<file path="src/rtl/pipe_pkg.sv">
// Shared pipeline definitions: control width, forwarding-select encoding, address width helper.
// Latency: n/a (types and constants only).
// Backpressure: n/a.
package pipe_pkg;

    // Width of the opaque decoded-control bundle carried alongside operands.
    localparam int CTRL_W = 8;

    // Operand source chosen by a forwarding selector, lowest to highest priority.
    typedef enum logic [1:0] {
        SEL_RF  = 2'd0,
        SEL_WB  = 2'd1,
        SEL_MEM = 2'd2,
        SEL_EX  = 2'd3
    } fwd_sel_e;

    // Register-index width for a register file of the given depth (never below 1).
    function automatic int addr_width(input int depth);
        return (depth > 1) ? $clog2(depth) : 1;
    endfunction

endpackage

</file>
<file path="src/rtl/fwd_select.sv">
// Per-operand source selector: picks EX/MEM/WB/regfile data and flags a hazard that must stall.
// Latency: purely combinational.
// Backpressure: none itself; hazard feeds the stage's stall output.
//
// Ports: rs/use_rs (operand index and whether it is actually read), ex_*/mem_*/wb_* bypass
// sources, rf_dout (register-file read data), operand (selected value), hazard (must stall).
// Build option OPERAND_STAGE_FWD_EN: when defined, bypass muxes are built and only a load in
// EX stalls; otherwise operands come from the register file and any in-flight EX/MEM write
// to a used operand stalls.
module fwd_select
    import pipe_pkg::*;
#(
    parameter int Width = 32,
    parameter int AW    = 5
) (
    input  logic [AW-1:0]    rs,
    input  logic             use_rs,
    input  logic             ex_we,
    input  logic             ex_load,
    input  logic [AW-1:0]    ex_rd,
    input  logic [Width-1:0] ex_res,
    input  logic             mem_we,
    input  logic [AW-1:0]    mem_rd,
    input  logic [Width-1:0] mem_res,
    input  logic             wb_we,
    input  logic [AW-1:0]    wb_rd,
    input  logic [Width-1:0] wb_data,
    input  logic [Width-1:0] rf_dout,
    output logic [Width-1:0] operand,
    output logic             hazard
);

    // x0 is hardwired to zero: it never matches a producer and always reads as 0.
    logic rs_nz;
    logic ex_hit;
    logic mem_hit;

    assign rs_nz   = |rs;
    assign ex_hit  = ex_we  && (ex_rd  == rs) && rs_nz;
    assign mem_hit = mem_we && (mem_rd == rs) && rs_nz;

`ifdef OPERAND_STAGE_FWD_EN

    logic     wb_hit;
    fwd_sel_e sel;

    assign wb_hit = wb_we && (wb_rd == rs) && rs_nz;

    // Youngest producer wins.
    always_comb begin
        sel = SEL_RF;
        if (ex_hit)       sel = SEL_EX;
        else if (mem_hit) sel = SEL_MEM;
        else if (wb_hit)  sel = SEL_WB;
    end

    always_comb begin
        operand = '0;
        if (rs_nz) begin
            case (sel)
                SEL_EX:  operand = ex_res;
                SEL_MEM: operand = mem_res;
                SEL_WB:  operand = wb_data;
                default: operand = rf_dout;
            endcase
        end
    end

    // Load data is not available until MEM, so only a load in EX must wait.
    assign hazard = use_rs && ex_hit && ex_load;

`else

    // No bypass paths: wait until the producer has retired into the register file.
    // WB writes are visible through the register file read, so WB never stalls.
    assign operand = rs_nz ? rf_dout : '0;
    assign hazard  = use_rs && (ex_hit || mem_hit);

    logic unused_fwd_inputs;
    assign unused_fwd_inputs = ^{ex_load, ex_res, mem_res, wb_we, wb_rd, wb_data};

`endif

endmodule

</file>
<file path="src/rtl/operand_stage.sv">
// Operand fetch stage: reads the register pair, resolves bypasses/hazards, registers operands.
// Latency: one cycle from in_valid to out_valid.
// Backpressure: stall (combinational) holds upstream on a hazard or hold; hazards insert a bubble.
//
// Ports: clk, reset (synchronous, active-high); in_* decoded instruction; rf_addr*/rf_dout*
// register-file read pair; ex_*/mem_*/wb_* bypass sources; flush, hold; stall; out_* registered
// operand bundle.
// Build option OPERAND_STAGE_FWD_EN: enables EX/MEM/WB forwarding (see fwd_select).
module operand_stage
    import pipe_pkg::*;
#(
    parameter int Width = 32,
    parameter int Depth = 32,
    localparam int AW   = addr_width(Depth)
) (
    input  logic              clk,
    input  logic              reset,
    // decoded instruction
    input  logic              in_valid,
    input  logic [AW-1:0]     in_rs1,
    input  logic [AW-1:0]     in_rs2,
    input  logic [AW-1:0]     in_rd,
    input  logic              in_use1,
    input  logic              in_use2,
    input  logic [Width-1:0]  in_pc,
    input  logic [Width-1:0]  in_imm,
    input  logic [CTRL_W-1:0] in_ctrl,
    // register-file read pair
    output logic [AW-1:0]     rf_addr0,
    output logic [AW-1:0]     rf_addr1,
    input  logic [Width-1:0]  rf_dout0,
    input  logic [Width-1:0]  rf_dout1,
    // bypass sources
    input  logic              ex_we,
    input  logic              ex_load,
    input  logic [AW-1:0]     ex_rd,
    input  logic [Width-1:0]  ex_res,
    input  logic              mem_we,
    input  logic [AW-1:0]     mem_rd,
    input  logic [Width-1:0]  mem_res,
    input  logic              wb_we,
    input  logic [AW-1:0]     wb_rd,
    input  logic [Width-1:0]  wb_data,
    // pipeline control
    input  logic              flush,
    input  logic              hold,
    output logic              stall,
    // registered operand bundle
    output logic              out_valid,
    output logic [Width-1:0]  out_a,
    output logic [Width-1:0]  out_b,
    output logic [Width-1:0]  out_pc,
    output logic [Width-1:0]  out_imm,
    output logic [AW-1:0]     out_rd,
    output logic [CTRL_W-1:0] out_ctrl
);

    logic [Width-1:0] op_a;
    logic [Width-1:0] op_b;
    logic             haz_a;
    logic             haz_b;
    logic             data_hazard;

    // Register read addresses come straight from decode so data is ready at the next edge.
    assign rf_addr0 = in_rs1;
    assign rf_addr1 = in_rs2;

    fwd_select #(.Width(Width), .AW(AW)) u_fwd_a (
        .rs      (in_rs1),
        .use_rs  (in_use1),
        .ex_we   (ex_we),
        .ex_load (ex_load),
        .ex_rd   (ex_rd),
        .ex_res  (ex_res),
        .mem_we  (mem_we),
        .mem_rd  (mem_rd),
        .mem_res (mem_res),
        .wb_we   (wb_we),
        .wb_rd   (wb_rd),
        .wb_data (wb_data),
        .rf_dout (rf_dout0),
        .operand (op_a),
        .hazard  (haz_a)
    );

    fwd_select #(.Width(Width), .AW(AW)) u_fwd_b (
        .rs      (in_rs2),
        .use_rs  (in_use2),
        .ex_we   (ex_we),
        .ex_load (ex_load),
        .ex_rd   (ex_rd),
        .ex_res  (ex_res),
        .mem_we  (mem_we),
        .mem_rd  (mem_rd),
        .mem_res (mem_res),
        .wb_we   (wb_we),
        .wb_rd   (wb_rd),
        .wb_data (wb_data),
        .rf_dout (rf_dout1),
        .operand (op_b),
        .hazard  (haz_b)
    );

    // A hazard only matters for a real instruction.
    assign data_hazard = in_valid && (haz_a || haz_b);

    // Reset and flush both win over everything; an empty slot never asks upstream to wait.
    assign stall = !reset && !flush && in_valid && (hold || data_hazard);

    always_ff @(posedge clk) begin
        if (reset) begin
            out_valid <= 1'b0;
            out_a     <= '0;
            out_b     <= '0;
            out_pc    <= '0;
            out_imm   <= '0;
            out_rd    <= '0;
            out_ctrl  <= '0;
        end else if (flush) begin
            // Data fields left as-is; they are meaningless once out_valid drops.
            out_valid <= 1'b0;
        end else if (hold) begin
            // Downstream is not consuming: freeze the whole bundle.
            out_valid <= out_valid;
        end else if (data_hazard) begin
            // Insert a bubble; the instruction is retried while upstream holds in_*.
            out_valid <= 1'b0;
        end else begin
            out_valid <= in_valid;
            out_a     <= op_a;
            out_b     <= op_b;
            out_pc    <= in_pc;
            out_imm   <= in_imm;
            out_rd    <= in_rd;
            out_ctrl  <= in_ctrl;
        end
    end

endmodule

</file>
<file path="config.mk">
export PLATFORM = sky130hd
export DESIGN_NAME = operand_stage
export DESIGN_NICKNAME = d
export VERILOG_FILES = /design/src/rtl/pipe_pkg.sv /design/src/rtl/fwd_select.sv /design/src/rtl/operand_stage.sv
export SDC_FILE = /design/constraint.sdc
export NUM_CORES = 1
export LEC_CHECK = 0
export CAP_MARGIN = 0
export CORE_AREA = 2 2 167 169
export CTS_CLUSTER_DIAMETER = 50
export DETAILED_ROUTE_END_ITERATION = 8
export DIE_AREA = 0 0 169 171
export GPL_ROUTABILITY_DRIVEN = 0
export SLEW_MARGIN = 0
export SYNTH_ARGS = -nofsm -noshare
export SYNTH_HDL_FRONTEND = slang
export SYNTH_SLANG_ARGS = --single-unit
</file>
<file path="constraint.sdc">
create_clock -name clk -period 1.5 [get_ports clk]
set_input_delay 0.225 -clock clk [delete_from_list [all_inputs] [get_ports clk]]
set_output_delay 0.225 -clock clk [all_outputs]
set_load 0.03 [all_outputs]
</file>
Word-level counts from Yosys, hierarchy flattened
Cells that the tools add are included.
- bits in registers: 142
- bits of input ports: 273
- output and inout port bits: 153
- word-level logic and storage cells: 41
- equal/unequal tests: 4
- muxes and demuxes: 3
- bitwise operators: 3
- reductions and logical operators: 24
- operators by type and width (cell ; number):
    2-to-1 mux 32 bit ; 2
    equality test 5 bit ; 4
    logical AND 1 bit ; 14
    OR reduction 5 bit ; 2
    logical OR 1 bit ; 4
    NOT 1 bit ; 3
    AND reduction 3 bit ; 1
    logical NOT 1 bit ; 2
    OR reduction 2 bit ; 1
    2-to-1 mux 1 bit ; 1

Depth between registers and ports, before layout
- depth in word-level cells: 9
- mapped depth: 8
- mapped depth without buffers: 6

Modules after synthesis
From an unflattened synthesis, not the netlist that was laid out.
- cells, all modules: 735
- area, all modules: 7185.6 sq um
- by module, submodules not included (module ; instances ; cells each ; area an instance (sq um) ; sequential area each (sq um)):
    operand_stage ; 1 ; 629 ; 6454.9 ; 2842.7
    fwd_select ; 2 ; 53 ; 365.4 ; 0.0

Worst setup path after synthesis
OpenSTA, ideal clock, no wires.
- path type: input to output
- start point: in ex_rd[0]
- end point: out stall
- arrival: 1.760 ns
- required time: 1.275 ns
- slack: -0.485 ns
- cell stages on the path: 7
- buffers on the path: 2
- cell sequence: xnor2_1 nand4_1 o22ai_2 a41oi_2 buf_4 buf_2 a21oi_1
- cells in the longest elaborated chain, start to end: 9
- elaborated cells on any way between the ends: 14
- classes of those cells: 2 x eq/ne; 12 x reduce/logical
- RTL lines (element ; RTL line ; text):
    from (decl) ; operand_stage.sv:36 ; input logic [AW-1:0] ex_rd,
    equality test 5 bit ; fwd_select.sv:39 ; assign ex_hit = ex_we && (ex_rd == rs) && rs_nz;
    logical AND 1 bit (2 in series) ; fwd_select.sv:39 ;
    logical OR 1 bit ; fwd_select.sv:77 ; assign hazard = use_rs && (ex_hit || mem_hit);
    logical AND 1 bit ; fwd_select.sv:77 ;
    logical OR 1 bit (*) ; operand_stage.sv:105 ; assign data_hazard = in_valid && (haz_a || haz_b);
    logical AND 1 bit (*) ; operand_stage.sv:105 ;
    logical OR 1 bit (*) ; operand_stage.sv:108 ; assign stall = !reset && !flush && in_valid && (hold || data_hazard);
    logical AND 1 bit (*) ; operand_stage.sv:108 ;
    to (decl) ; operand_stage.sv:47 ; output logic stall,
Every way passes the cells marked *; elsewhere a longest branch is shown, timed or not.

Worst setup path in the final report
- start point: in in_rs2[2]
- end point: out stall
- cells in the longest elaborated chain, start to end: 9
- elaborated cells on any way between the ends: 13
- classes of those cells: 2 x eq/ne; 11 x reduce/logical
- RTL lines (element ; RTL line ; text):
    from (decl) ; operand_stage.sv:21 ; input logic [AW-1:0] in_rs2,
    equality test 5 bit, on equally long branches ; fwd_select.sv:39, fwd_select.sv:40 ;
    logical AND 1 bit, on equally long branches (2 in series) ; fwd_select.sv:39, fwd_select.sv:40 ;
    logical OR 1 bit (*) ; fwd_select.sv:77 ;
    logical AND 1 bit (*) ; fwd_select.sv:77 ;
    logical OR 1 bit (*) ; operand_stage.sv:105 ;
    logical AND 1 bit (*) ; operand_stage.sv:105 ;
    logical OR 1 bit (*) ; operand_stage.sv:108 ;
    logical AND 1 bit (*) ; operand_stage.sv:108 ;
Marked as above.

==> run_results.csv <==
group,metric,value,unit
timing,fmax,596.3,MHz
power_and_ir_drop,p_comb_share,26.0,%
worst_setup_path,slowest_delay,0.25,ns
worst_setup_path,worst-path-max-fanout,3,
timing,finalSetupViolCount,126,
power_and_ir_drop,p_sw,3.432,mW
worst_hold_path,whs_path_depth,3,
power_and_ir_drop,clkPwrFrac,38.6,%
worst_setup_path,cp_slowest_cell,"o22ai_2",
floorplanning,fp-row-count,61,
drt,wire_per_inst,21.98,um
clock_tree,clk_pin_slew,0.06,ns
clock_tree,ctsHoldBuffers,0,
floorplanning,die-area,28900,um^2
job,drv_cap,0,
final_layout,area_growth,119.2,%
clock_tree,clock_latency,0.42,ns
drt,routed_via_density,5.080,
final_layout,layout-drive-gt1-share,34.72,%
yosys,ys_types,18,
global_route,antenna_found_initial,0,
timing,hold_viol_final,0,
worst_hold_path,hold_class,"input port to flip-flop",
power_and_ir_drop,seq_power_share,35.4,%
worst_setup_path,worst_setup_path_start_kind,"input port",
final_layout,fillers,2615,
placement,dp_hpwl,15630,um
worst_setup_path,end_kind,"output pin",
power_and_ir_drop,p_sw_share,29.86,%
worst_setup_path,cp_top_family,"compound AO/OA/AOI/OAI gates",
drt,drtIter0Drc,423,
drt,dr.pass1.iters,5,
worst_setup_path,critPathArrivalTime,1.45,ns
drt,postRouteAntennaNets,0,
outcome,violations,"negative setup slack",
worst_setup_path,required,1.27,ns
yosys,netlist_instances,705,
power_and_ir_drop,intPower,8.061,mW
final_layout,mostFrequentLayoutCell,"clkdlybuf4s50_1",
timing,fin_crit_sh,111.8,%
final_layout,antenna_cells,0,
timing,worst_pin_slew,0.4213,ns
yosys,yosys-top-cells-area,"dfxtp_1 (49%), a21oi_1 (12%), o21ai_1 (7.7%)",
worst_setup_path,path_cells,"buf_4 > xnor2_2 > nand4_1 > o22ai_2 > a41oi_4 > buf_12 > a21oi_4 > buf_6",
final_layout,fin_cells,1452,
timing,fin_crit,1.677,ns
yosys,synth_seq_cells,142,
yosys,yosysTopAreaCellShare,48.64,%
global_route,grt_usage,18.18,%
yosys,ys_seq_area_share,48.64,%
yosys,synth_top_cell_by_area,"dfxtp_1",
worst_setup_path,path_class,"input port to output pin",
power_and_ir_drop,peakVddDrop,0.0007678,V
timing,tns,-8.333,ns
timing,slew_violations,0,
clock_tree,htreeDepth,4,
yosys,synth.avg_cell_area,8.290,um^2
global_route,grt_max_degree,69,
floorplanning,fp.dieW,169,um
drt,vias,7376,
placement,place_inst,1328,
drt,routed_wirelength,31920,um
placement,port_buffers,322,
yosys,synth_area,5844,um^2
power_and_ir_drop,cellLeakagePower,5.165,nW
final_layout,fin_nets,1368,
yosys,yosysWarnings,0,
floorplanning,die_y,171,um
timing,slew-limit-headroom,71.91,%
timing,rsz0062_at_grt,"yes",
power_and_ir_drop,powerDensity,897.0,nW/um^2
timing,fin_hold_ws,0.2721,ns
global_route,grt_pass1_vias,6916,
worst_setup_path,path_depth,8,
floorplanning,core,27320,um^2
worst_setup_path,path_buf_inv,3,
clock_tree,cts_root_buf,"clkbuf_16",
global_route,grt_pass1_wl,40380,um
yosys,syn_nets,978,
global_route,overflow,0,
drt,drcViolationCount,0,
outcome,status,"finished with violations",
floorplanning,pin_count,426,
clock_tree,cts_tree,"built",
timing,fin_ws,-0.1769,ns
floorplanning,start_util,21.39,%
clock_tree,cts-buffers-inserted,17,
clock_tree,clk_path_buf_depth,2,
worst_setup_path,r2r_cells,2,
final_layout,final_cell_mix,"clkdlybuf4s50_1 (143), dfxtp_1 (142), dlygate4sd2_1 (135)",
timing,finalClockSkew,0,ns
clock_tree,clock-sinks,142,
metrics by stage:
stage / power (mW) / utilization [%] / area (um^2) / worst slack (ns)
3_3_place_gp: 6.281 / 35.67 / 9746 / -0.7854
2_1_floorplan: 5.125 / - / 5927 / -0.1146
3_5_place_dp: 6.290 / 35.67 / 9746 / -0.8539
4_1_cts: 11.15 / 42.12 / 11510 / -0.2158
6_report: 11.49 / 46.90 / 12810 / -0.1769
5_1_grt: 11.94 / 46.90 / 12810 / -0.2420
worst min-delay path, stage by stage:
cell and delay, ns:
buf_4 0.17, buf_12 0.20, a21oi_2 0.04
cell usage after synthesis (all sizes together):
master,number
a21oi,142
a32oi,1
a41o,2
a41oi,2
buf,49
clkbuf,43
dfxtp,142
nand2,7
nand3,79
nand4,68
nor2,3
nor2b,1
nor3,3
o21ai,141
o22ai,2
xnor2,20
registers in the layout, indices dropped and copies added (netlist names):
register and count:
out_a 32, out_rd 5, out_pc 32, out_imm 32, out_b 32, out_valid 1
out_ctrl 8
cells by family after synthesis:
family | share of synthesized area (%)
simple gates | 15.05
compound gates | 25.71
xor+xnor | 2.997
flops | 48.64
buf+inv | 7.600
per-layer routing:
| layer | part of all wire, % | up-vias | GRT usage [%] |
|---|---|---|---|
| li1 | - | 3388 | - |
| met1 | 39 | 3572 | 20.74 |
| met2 | 50 | 351 | 31.70 |
| met3 | 7.7 | 65 | 6.269 |
| met4 | 3.7 | 0 | 6.317 |
| met5 | 0 | - | 0 |
power groups by stage:
stage          registers [mW]  logic [mW]  clock network [mW]
3_5_place_dp             4.12        2.17                   0
5_1_grt                  4.09        3.13                4.72
6_report                 4.07        2.99                4.43
3_3_place_gp             4.11        2.17                   0
2_1_floorplan            4.47       0.656                   0
4_1_cts                  4.04        2.55                4.55
path summary, 6_finish.rpt:
kind | startpoint | slack, ns | end
min reg2reg | out_imm[19] | 0.45 | out_imm[19]
max reg2reg | out_a[3] | 0.82 | out_a[3]
min | reset | 0.27 | out_imm[3]
max | in_rs2[2] | -0.18 | stall
cell type report:
type                    count  area, um^2  share of cell area [%]
well taps                 346       432.9                   3.379
clock inverters            13       163.9                   1.279
clock buffers              17       425.4                   3.320
repair buffers            462        5490                   42.85
multi-input cells         472        3458                   26.99
flip-flops and latches    142        2843                   22.19
timing repair:
action | CTS | global route
pin swaps | 165 | 190
gates resized for setup | 390 | 198
gates cloned | 25 | 30
endpoints found under the hold margin | 0 | 0
setup buffers | 33 | 21
endpoints found under the setup margin | 284 | 143
Note: power is estimated with default switching activity, not from simulation.
